==> src/rtl/turn_scheduler_if.sv <==
`default_nettype none
// turn_scheduler_if: button, question and checker signals shared between the game front end and turn_scheduler.
interface turn_scheduler_if;
  logic       start;
  logic       buzz_1p;
  logic       buzz_2p;
  logic [2:0] sel_1p;
  logic [2:0] sel_2p;
  logic       dec_1p;
  logic       dec_2p;
  logic       clr_1p;
  logic       clr_2p;
  logic       que_ok;
  logic [1:0] result;
  logic       next_q;
  logic [2:0] sel_out;
  logic       dec_out;
  logic       clr_out;
  logic [1:0] grant;
  logic [1:0] hp_1p;
  logic [1:0] hp_2p;
  logic [3:0] timer;
  logic [1:0] winner;
  logic [2:0] state;

  modport master (
    output start, buzz_1p, buzz_2p, sel_1p, sel_2p, dec_1p, dec_2p, clr_1p, clr_2p,
           que_ok, result,
    input  next_q, sel_out, dec_out, clr_out, grant, hp_1p, hp_2p, timer, winner, state
  );

  modport slave (
    input  start, buzz_1p, buzz_2p, sel_1p, sel_2p, dec_1p, dec_2p, clr_1p, clr_2p,
           que_ok, result,
    output next_q, sel_out, dec_out, clr_out, grant, hp_1p, hp_2p, timer, winner, state
  );
endinterface
`default_nettype wire

==> src/rtl/turn_scheduler.sv <==
`default_nettype none
// turn_scheduler: two-player buzz-in round sequencer with HP bookkeeping and answer countdown.
// Optional WRONG_LOCKOUT_EN: a player penalised for wrong/timeout sits out the next buzz round.
module turn_scheduler #(
  parameter int TICK_DIV   = 50000000,
  parameter int ANSWER_SEC = 9,
  parameter int HP_INIT    = 3,
  parameter int JUDGE_CYC  = 25000000
) (
  input wire              clk,
  input wire              rst,
  turn_scheduler_if.slave bus
);

  localparam int c_presc_w = (TICK_DIV > 1) ? $clog2(TICK_DIV) : 1;
  localparam int c_judge_w = (JUDGE_CYC > 1) ? $clog2(JUDGE_CYC) : 1;
  localparam logic [c_presc_w-1:0] c_presc_last = c_presc_w'(TICK_DIV - 1);
  localparam logic [c_judge_w-1:0] c_judge_last = c_judge_w'(JUDGE_CYC - 1);
  localparam logic [1:0] c_hp_init    = 2'(HP_INIT);
  localparam logic [3:0] c_answer_sec = 4'(ANSWER_SEC);
  localparam logic [1:0] c_none       = 2'b00;
  localparam logic [1:0] c_p1         = 2'b01;
  localparam logic [1:0] c_p2         = 2'b10;

  typedef enum logic [2:0] {
    S_IDLE     = 3'd0,
    S_WAIT_Q   = 3'd1,
    S_BUZZ     = 3'd2,
    S_ANSWER   = 3'd3,
    S_JUDGE    = 3'd4,
    S_GAMEOVER = 3'd5
  } state_t;

  state_t                 r_state;
  logic                   r_next_q;
  logic [1:0]             r_grant;
  logic [1:0]             r_hp_1p;
  logic [1:0]             r_hp_2p;
  logic [1:0]             r_winner;
  logic [3:0]             r_timer;
  logic                   r_tie_2p;
  logic [c_presc_w-1:0]   r_presc;
  logic [c_judge_w-1:0]   r_judge;

  logic [1:0] w_buzz;
  logic [1:0] w_grant;
  logic       w_correct;
  logic       w_wrong;
  logic       w_tick;
  logic       w_timeout;
  logic [2:0] w_sel;
  logic       w_dec;
  logic       w_clr;

  // Bit 0 is 1P and bit 1 is 2P, matching the one-hot GRANT encoding.
`ifdef WRONG_LOCKOUT_EN
  logic [1:0] r_lock;
  assign w_buzz = {bus.buzz_2p, bus.buzz_1p} & ~r_lock;
`else
  assign w_buzz = {bus.buzz_2p, bus.buzz_1p};
`endif

  assign w_correct = (bus.result == 2'b01);
  assign w_wrong   = (bus.result == 2'b10);
  assign w_tick    = (r_presc == c_presc_last);
  assign w_timeout = w_tick && (r_timer == 4'd1);

  always_comb begin
    w_grant = c_none;
    case (w_buzz)
      2'b01:   w_grant = c_p1;
      2'b10:   w_grant = c_p2;
      2'b11:   w_grant = r_tie_2p ? c_p2 : c_p1;
      default: w_grant = c_none;
    endcase
  end

  function automatic logic [1:0] dec_sat(input logic [1:0] hp);
    return (hp == 2'd0) ? 2'd0 : hp - 2'd1;
  endfunction

  always_ff @(posedge clk or posedge rst) begin
    if (rst) begin
      r_state  <= S_IDLE;
      r_next_q <= 1'b0;
      r_grant  <= c_none;
      r_hp_1p  <= c_hp_init;
      r_hp_2p  <= c_hp_init;
      r_winner <= c_none;
      r_timer  <= 4'd0;
      r_tie_2p <= 1'b0;
      r_presc  <= '0;
      r_judge  <= '0;
`ifdef WRONG_LOCKOUT_EN
      r_lock   <= 2'b00;
`endif
    end else begin
      r_next_q <= 1'b0;
      case (r_state)
        S_IDLE, S_GAMEOVER: begin
          if (bus.start) begin
            r_state  <= S_WAIT_Q;
            r_next_q <= 1'b1;
            r_hp_1p  <= c_hp_init;
            r_hp_2p  <= c_hp_init;
            r_winner <= c_none;
`ifdef WRONG_LOCKOUT_EN
            r_lock   <= 2'b00;
`endif
          end
        end
        S_WAIT_Q: begin
          if (bus.que_ok) r_state <= S_BUZZ;
        end
        S_BUZZ: begin
          if (w_grant != c_none) begin
            r_grant <= w_grant;
            if (&w_buzz) r_tie_2p <= ~r_tie_2p;
            r_state <= S_ANSWER;
            r_timer <= c_answer_sec;
            r_presc <= '0;
`ifdef WRONG_LOCKOUT_EN
            r_lock  <= 2'b00;
`endif
          end
        end
        S_ANSWER: begin
          if (w_tick) begin
            r_presc <= '0;
            r_timer <= r_timer - 4'd1;
          end else begin
            r_presc <= r_presc + c_presc_w'(1);
          end
          // A verdict arriving on the timeout edge wins over the timeout.
          if (w_correct) begin
            if (r_grant == c_p1) r_hp_2p <= dec_sat(r_hp_2p);
            else                 r_hp_1p <= dec_sat(r_hp_1p);
            r_state <= S_JUDGE;
            r_judge <= '0;
          end else if (w_wrong || w_timeout) begin
            if (r_grant == c_p1) r_hp_1p <= dec_sat(r_hp_1p);
            else                 r_hp_2p <= dec_sat(r_hp_2p);
`ifdef WRONG_LOCKOUT_EN
            r_lock  <= r_grant;
`endif
            r_state <= S_JUDGE;
            r_judge <= '0;
          end
        end
        S_JUDGE: begin
          if (r_judge == c_judge_last) begin
            r_grant <= c_none;
            if ((r_hp_1p == 2'd0) || (r_hp_2p == 2'd0)) begin
              r_state  <= S_GAMEOVER;
              r_winner <= (r_hp_1p != 2'd0) ? c_p1 : c_p2;
            end else begin
              r_state  <= S_WAIT_Q;
              r_next_q <= 1'b1;
            end
          end else begin
            r_judge <= r_judge + c_judge_w'(1);
          end
        end
        default: r_state <= S_IDLE;
      endcase
    end
  end

  // Only the granted player reaches the answer datapath, and only while answering.
  always_comb begin
    w_sel = 3'd0;
    w_dec = 1'b0;
    w_clr = 1'b0;
    if (r_state == S_ANSWER) begin
      if (r_grant == c_p1) begin
        w_sel = bus.sel_1p;
        w_dec = bus.dec_1p;
        w_clr = bus.clr_1p;
      end else if (r_grant == c_p2) begin
        w_sel = bus.sel_2p;
        w_dec = bus.dec_2p;
        w_clr = bus.clr_2p;
      end
    end
  end

  assign bus.sel_out = w_sel;
  assign bus.dec_out = w_dec;
  assign bus.clr_out = w_clr;
  assign bus.next_q  = r_next_q;
  assign bus.grant   = r_grant;
  assign bus.hp_1p   = r_hp_1p;
  assign bus.hp_2p   = r_hp_2p;
  assign bus.timer   = r_timer;
  assign bus.winner  = r_winner;
  assign bus.state   = r_state;

endmodule
`default_nettype wire

==> src/flat_wrapper.sv <==
// flat-port wrapper written by rule: the top's interface ports become plain ports
module turn_scheduler_flat 
#(
  parameter int TICK_DIV   = 50000000,
  parameter int ANSWER_SEC = 9,
  parameter int HP_INIT    = 3,
  parameter int JUDGE_CYC  = 25000000
)
  (clk, rst, bus_start, bus_buzz_1p, bus_buzz_2p, bus_sel_1p, bus_sel_2p, bus_dec_1p, bus_dec_2p, bus_clr_1p, bus_clr_2p, bus_que_ok, bus_result, bus_next_q, bus_sel_out, bus_dec_out, bus_clr_out, bus_grant, bus_hp_1p, bus_hp_2p, bus_timer, bus_winner, bus_state);
  turn_scheduler_if bus_i ();
  input wire clk;
  input wire rst;
  input wire logic [$bits(bus_i.start)-1:0] bus_start;
  input wire logic [$bits(bus_i.buzz_1p)-1:0] bus_buzz_1p;
  input wire logic [$bits(bus_i.buzz_2p)-1:0] bus_buzz_2p;
  input wire logic [$bits(bus_i.sel_1p)-1:0] bus_sel_1p;
  input wire logic [$bits(bus_i.sel_2p)-1:0] bus_sel_2p;
  input wire logic [$bits(bus_i.dec_1p)-1:0] bus_dec_1p;
  input wire logic [$bits(bus_i.dec_2p)-1:0] bus_dec_2p;
  input wire logic [$bits(bus_i.clr_1p)-1:0] bus_clr_1p;
  input wire logic [$bits(bus_i.clr_2p)-1:0] bus_clr_2p;
  input wire logic [$bits(bus_i.que_ok)-1:0] bus_que_ok;
  input wire logic [$bits(bus_i.result)-1:0] bus_result;
  output wire logic [$bits(bus_i.next_q)-1:0] bus_next_q;
  output wire logic [$bits(bus_i.sel_out)-1:0] bus_sel_out;
  output wire logic [$bits(bus_i.dec_out)-1:0] bus_dec_out;
  output wire logic [$bits(bus_i.clr_out)-1:0] bus_clr_out;
  output wire logic [$bits(bus_i.grant)-1:0] bus_grant;
  output wire logic [$bits(bus_i.hp_1p)-1:0] bus_hp_1p;
  output wire logic [$bits(bus_i.hp_2p)-1:0] bus_hp_2p;
  output wire logic [$bits(bus_i.timer)-1:0] bus_timer;
  output wire logic [$bits(bus_i.winner)-1:0] bus_winner;
  output wire logic [$bits(bus_i.state)-1:0] bus_state;
  assign bus_i.start = bus_start;
  assign bus_i.buzz_1p = bus_buzz_1p;
  assign bus_i.buzz_2p = bus_buzz_2p;
  assign bus_i.sel_1p = bus_sel_1p;
  assign bus_i.sel_2p = bus_sel_2p;
  assign bus_i.dec_1p = bus_dec_1p;
  assign bus_i.dec_2p = bus_dec_2p;
  assign bus_i.clr_1p = bus_clr_1p;
  assign bus_i.clr_2p = bus_clr_2p;
  assign bus_i.que_ok = bus_que_ok;
  assign bus_i.result = bus_result;
  assign bus_next_q = bus_i.next_q;
  assign bus_sel_out = bus_i.sel_out;
  assign bus_dec_out = bus_i.dec_out;
  assign bus_clr_out = bus_i.clr_out;
  assign bus_grant = bus_i.grant;
  assign bus_hp_1p = bus_i.hp_1p;
  assign bus_hp_2p = bus_i.hp_2p;
  assign bus_timer = bus_i.timer;
  assign bus_winner = bus_i.winner;
  assign bus_state = bus_i.state;
  turn_scheduler #(.TICK_DIV(TICK_DIV), .ANSWER_SEC(ANSWER_SEC), .HP_INIT(HP_INIT), .JUDGE_CYC(JUDGE_CYC)) u_core (.clk(clk), .rst(rst), .bus(bus_i));
endmodule
==> config.mk <==
export PLATFORM = sky130hd
export DESIGN_NAME = turn_scheduler_flat
export DESIGN_NICKNAME = d
export VERILOG_FILES = /design/src/rtl/turn_scheduler_if.sv /design/src/rtl/turn_scheduler.sv /design/src/flat_wrapper.sv
export SDC_FILE = /design/constraint.sdc
export NUM_CORES = 1
export LEC_CHECK = 0
export ABC_AREA = 1
export CAP_MARGIN = 30
export CORE_ASPECT_RATIO = 1.1
export CORE_MARGIN = 2
export CORE_UTILIZATION = 60
export DETAILED_ROUTE_END_ITERATION = 10
export GPL_TIMING_DRIVEN = 0
export PLACE_DENSITY = 0.87
export SYNTH_ARGS = -nofsm -noshare
export SYNTH_HDL_FRONTEND = slang
export SYNTH_SLANG_ARGS = --single-unit
==> constraint.sdc <==
create_clock -name clk -period 6.6 [get_ports clk]
set_input_delay 1.98 -clock clk [delete_from_list [all_inputs] [get_ports clk]]
set_output_delay 1.98 -clock clk [all_outputs]
set_load 0.005 [all_outputs]
* Word level (Yosys, flattened, before mapping) *
Index checks and enable logic that the tools add are counted.

storage, ports and cells
  register bits after elaboration = 68
  latch bits = 0
  bits in writable memories = 0
  ROM bits = 0
  bits of input ports = 18
  output and inout port bits = 21
  word-level logic and storage cells = 120
  memories kept = 0

cells by class
  $add $sub $neg = 5
  multipliers = 0
  divide/modulo/power cells = 0
  $lt $le $gt $ge = 0
  eq/ne operators = 27
  shift-type cells = 0
  muxes and demuxes = 54
  bitwise gates (word level) = 1
  reductions and logical operators = 23

operator list
  cell                                                    count
  2-to-1 mux 25 bit                                       3
  2-to-1 mux 26 bit                                       2
  one-hot mux 26 bit (2 select lines)                     1
  one-hot mux 25 bit (2 select lines)                     1
  2-to-1 mux 2 bit                                        18
  2-to-1 mux 3 bit                                        10
  adder 26 x 1 -> 26 bit (second input constant)          1
  equality test 26 bit (second input constant)            1
  adder 25 x 1 -> 25 bit (second input constant)          1
  equality test 25 bit (second input constant)            1
  one-hot mux 2 bit (2 select lines)                      4
  one-hot mux 3 bit (5 select lines)                      1
  AND reduction 5 bit                                     3
  nonzero test 2 bit                                      7
  2-to-1 mux 1 bit                                        9
  AND reduction 3 bit                                     3
  equality test 2 bit (second input constant)             4
  2-to-1 mux 4 bit                                        2
  inequality test 2 x 1 -> 1 bit (second input constant)  4
  one-hot mux 4 bit (2 select lines)                      1
  AND reduction 4 bit                                     2
  equality test 2 x 1 -> 1 bit (second input constant)    3
  equality test 3 x 2 -> 1 bit (second input constant)    2
  equality test 3 bit (second input constant)             2
  other kinds (17)                                        24

* Depth between registers and ports, before layout *
  depth in word-level cells = 6
  depth in mapped cells = 11
  gate-level depth less buffers = 10

* Least setup slack after synthesis *
OpenSTA, ideal clock, no wires.

  path kind = input to output
  from = input port bus_clr_2p
  to = output port bus_clr_out
  arrival = 2208 ps
  data required time = 4620 ps
  slack = 2412 ps
  stages = 2
  buffers on the path = 0
  path through = nand3_1 -> a21oi_1

between the ends
  longest elaborated chain between the ends = 3

ends and longest elaborated chain
  item              RTL line               text
  start, declared   flat_wrapper.sv:21     input wire logic [$bits(bus_i.clr_2p)-1:0] bus_clr_2p;
  2-to-1 mux 1 bit  turn_scheduler.sv:179  end else if (r_grant == c_p2) begin
  2-to-1 mux 1 bit  turn_scheduler.sv:175  if (r_grant == c_p1) begin
  2-to-1 mux 1 bit  turn_scheduler.sv:174  if (r_state == S_ANSWER) begin
  end, declared     flat_wrapper.sv:27     output wire logic [$bits(bus_i.clr_out)-1:0] bus_clr_out;

No other way between the ends.

* Worst setup path after layout *
  from = input port bus_sel_2p[1]
  to = output port bus_sel_out[1]

between the ends
  longest elaborated chain between the ends = 3

ends and longest elaborated chain
  item              RTL line               text
  start, declared   flat_wrapper.sv:17     input wire logic [$bits(bus_i.sel_2p)-1:0] bus_sel_2p;
  2-to-1 mux 3 bit  turn_scheduler.sv:179
  2-to-1 mux 3 bit  turn_scheduler.sv:175
  2-to-1 mux 3 bit  turn_scheduler.sv:174
  end, declared     flat_wrapper.sv:25     output wire logic [$bits(bus_i.sel_out)-1:0] bus_sel_out;

No other way between the ends.

==> impl_metrics.yaml <==
grt:
  antenna_found_initial: 0
  grt-ovfl-total: 0
  grt_pass1_vias: 4336
  grt_start_max_net_pins: 69
  grt_busiest_layer: "met2"
  grt_pass1_wl_mm: 18.60
  grt_use_met2_pct: 49.61
  grt_use_met3_pct: 6.503
  use_met1_pct: 34.66
  grt.total_usage_pct: 28.93
sta:
  tns_ps: 0
  rsz0062_at_grt: "false"
  period_needed_ps: 5234
  final-max-slew-violation-count: 0
  timing.final.ws_setup_ps: 1366
  setup-violations-final: 0
  max_slew_margin_pct: 42.75
  hold_violations: 0
  worst_pin_slew_ps: 858.8
  max_freq_mhz: 191.1
  hold_slack_ps: 489.6
  fin_crit_sh_pct: 79.30
  fin_skew_ps: 11.58
floorplanning:
  dieArea_um2: 8104
  num_rows: 32
  core_um2: 7087
  die_y_um: 94.22
  num_io_pins: 39
  die_w_um: 86.02
  start_util_pct: 62.64
yosys:
  synthAdderAreaFrac_pct: 1.127
  syn_avg_cell_area_um2: 6.646
  synth_top_family_by_area: "simple AND/OR/NAND/NOR gates"
  synth_top_area_cell: "dfrtp_1"
  synth_xor_area_share_pct: 4.340
  yosys.area_share.simple_pct: 41.71
  ys_ff_latch: 68
  async_reset_ff_share_pct: 100.0
  postSynthCellCount: 668
  synth_cell_types: 34
  synth_ff_type: "dfrtp_1"
  synth-edff-count: 0
  ys_warn_count: 0
  ys_top_cells_by_area: "dfrtp_1 36%, nand2_1 21%, nand3_1 7.9%"
  yosysTopAreaCellShare_pct: 36.08
  synth_area_um2: 4439
  synth.area.mux_share_pct: 0
  synth_seq_area_share_pct: 38.44
  syn_nets: 690
  synth-compound-area-share_pct: 7.187
clocking:
  numCtsBuffers: 9
  hold_buffers: 0
  clockRootBuffer: "clkbuf_8"
  htree_num_levels: 3
  cts-resized-gates: 0
  cts_tree: "yes"
  clk_pin_slew_ps: 70
  ctsLongestPathBuffers: 2
  clk_latency_ps: 350
  cts.sinks: 68
  cts_setup_buffers: 0
worst_setup_path:
  path_class: "in2out"
  start_kind: "primary input"
  crit_family: "buffers and inverters"
  reg2reg_slack_ps: 4470
  cp.arrival_ps: 3250
  cp_num_buf_inv: 2
  r2r_start: "u_core.r_judge[0]$_DFFE_PP0P_"
  critPathMaxStageDelay_ps: 540
  critical_path.startpoint: "bus_sel_2p[1]"
  crit_slowest_cell: "clkdlybuf4s50_1"
  worstPathCellList: "clkdlybuf4s50_1, nand3_1, a21oi_1, clkdlybuf4s50_1"
  crit_fanout: 1
  cp.required_ps: 4620
  end_kind: "output port"
  crit_top_cell: "clkdlybuf4s50_1"
power_and_ir_drop:
  ir_drop_mv: 0.2296
  p_leak_nw: 2.302
  power.density_nw_per_um2: 372.3
  report.power.total_mw: 1.908
placed_design:
  gp_congestion: 0.9697
  dp_hpwl_mm: 8.067
  portBuffers: 38
  dp_worst_setup_slack_ps: 1381
  placed_area_um2: 4928
routing:
  drt_iter0_drc: 372
  wl_per_cell_um: 13.74
  wl_mm: 11.09
  vias_per_cell: 5.677
  drt_first_pass_iters: 5
  drc: 0
  dr_total_vias: 4581
  ant_nets: 0
final_layout:
  area_growth_pct: 15.47
  final_layout_size_suffix_gt1_share_pct: 5.679
  finalInstanceArea_um2: 5126
  diodes: 0
  fillerInstances: 560
  nets: 739
hold_path:
  hold_path_class: "reg2reg"
  min_from: "u_core.bus.winner[0]$_DFFE_PP0P_"
job:
  cap_violations: 0
status:
  outcome: "complete, no violations"
-- routing by layer --
layer,vias to the layer above,wire length (um)
li1,2233,-
met1,2152,4738
met2,167,5449
met3,29,601
met4,0,302
met5,-,0
-- layout by cell type, fill, tap and decap left out, drive strengths merged, types with 13 or more instances in the layout --
master / instances
clkbuf: 20
clkdlybuf4s50: 38
dfrtp: 64
inv: 67
nand2: 253
nand3: 73
nand4: 13
nor2: 82
nor3: 13
o21ai: 32
xor2: 15
-- worst reg2reg max path, cell delays in order, from the launching register on --
cell and delay, ps:
dfrtp_1 450, ha_1 280, nand3_2 180, nor2_4 230, nand3_2 150, nor2_1 220, nor2_2 120, buf_2 210
o21ai_0 110, nand2_1 70
-- cell type report --
type                       count  area, um^2  area share (%)
clock buffer                  14       162.7           3.173
tap                           85       106.4           2.075
clock inverter                 2       35.03          0.6834
buffer                        12       67.56           1.318
sequential                    68        1707           33.29
multi-input combinational    521        2414           47.08
inverter                      67       254.0           4.955
timing repair buffer          38       380.4           7.420
-- through the flow --
step	util, %	std cells
after floorplan	-	668
after CTS	72.33	807
after global placement	69.51	791
after detailed placement	69.54	791
final	72.33	807
after global routing	72.33	807
-- sequential cells by signal (all words and copies together), names as in the netlist --
register and cells:
u_core.bus.grant 2, u_core.r_judge 25, u_core.bus.state 3, u_core.bus.hp_2p 2, u_core.bus.next_q 1, u_core.bus.hp_1p 2, u_core.bus.timer 4, u_core.r_presc 26
u_core.bus.winner 2, u_core.r_tie_2p 1
-- path summary, 6_finish.rpt --
check,end,cells after the start
max,bus_sel_out[1],4
min,u_core.bus.winner[0]$_DFFE_PP0P_,2
max reg2reg,u_core.r_judge[13]$_DFFE_PP0P_,9
min reg2reg,u_core.bus.winner[0]$_DFFE_PP0P_,2
max in group asynchronous,u_core.r_judge[23]$_DFFE_PP0P_,2
min in group asynchronous,u_core.r_presc[9]$_DFFE_PP0P_,2
-- cells in the mapped netlist (2+ instances only) --
master,number
nor2_1,77
dfrtp_1,64
a21oi_1,11
xor2_1,15
nand4_1,13
ha_1,4
nor3_1,12
nand3_2,3
nand3_1,70
buf_6,2
o21ai_0,30
o31ai_1,2
o211ai_1,2
clkbuf_1,6
dfstp_2,4
nor3b_1,3
nand2_1,251
xnor2_1,7
nor2_2,4
buf_2,3
o22ai_1,6
or2_2,2
inv_1,66
-- cells by family after synthesis --
logic type                 Yosys count
adders and majority gates            4
and+or+nand+nor                    439
buffers and inverters               79
DFF                                 68
xor gates and xnor gates            22
AOI/OAI and AO/OA                   56
-- report_power, final --
part | switching (mW) | internal (mW)
registers | 0.208 | 0.585
clock network | 0.156 | 0.195
logic | 0.447 | 0.317
total | 0.810 | 1.10
No activity file was read; power rests on OpenSTA's default activity.
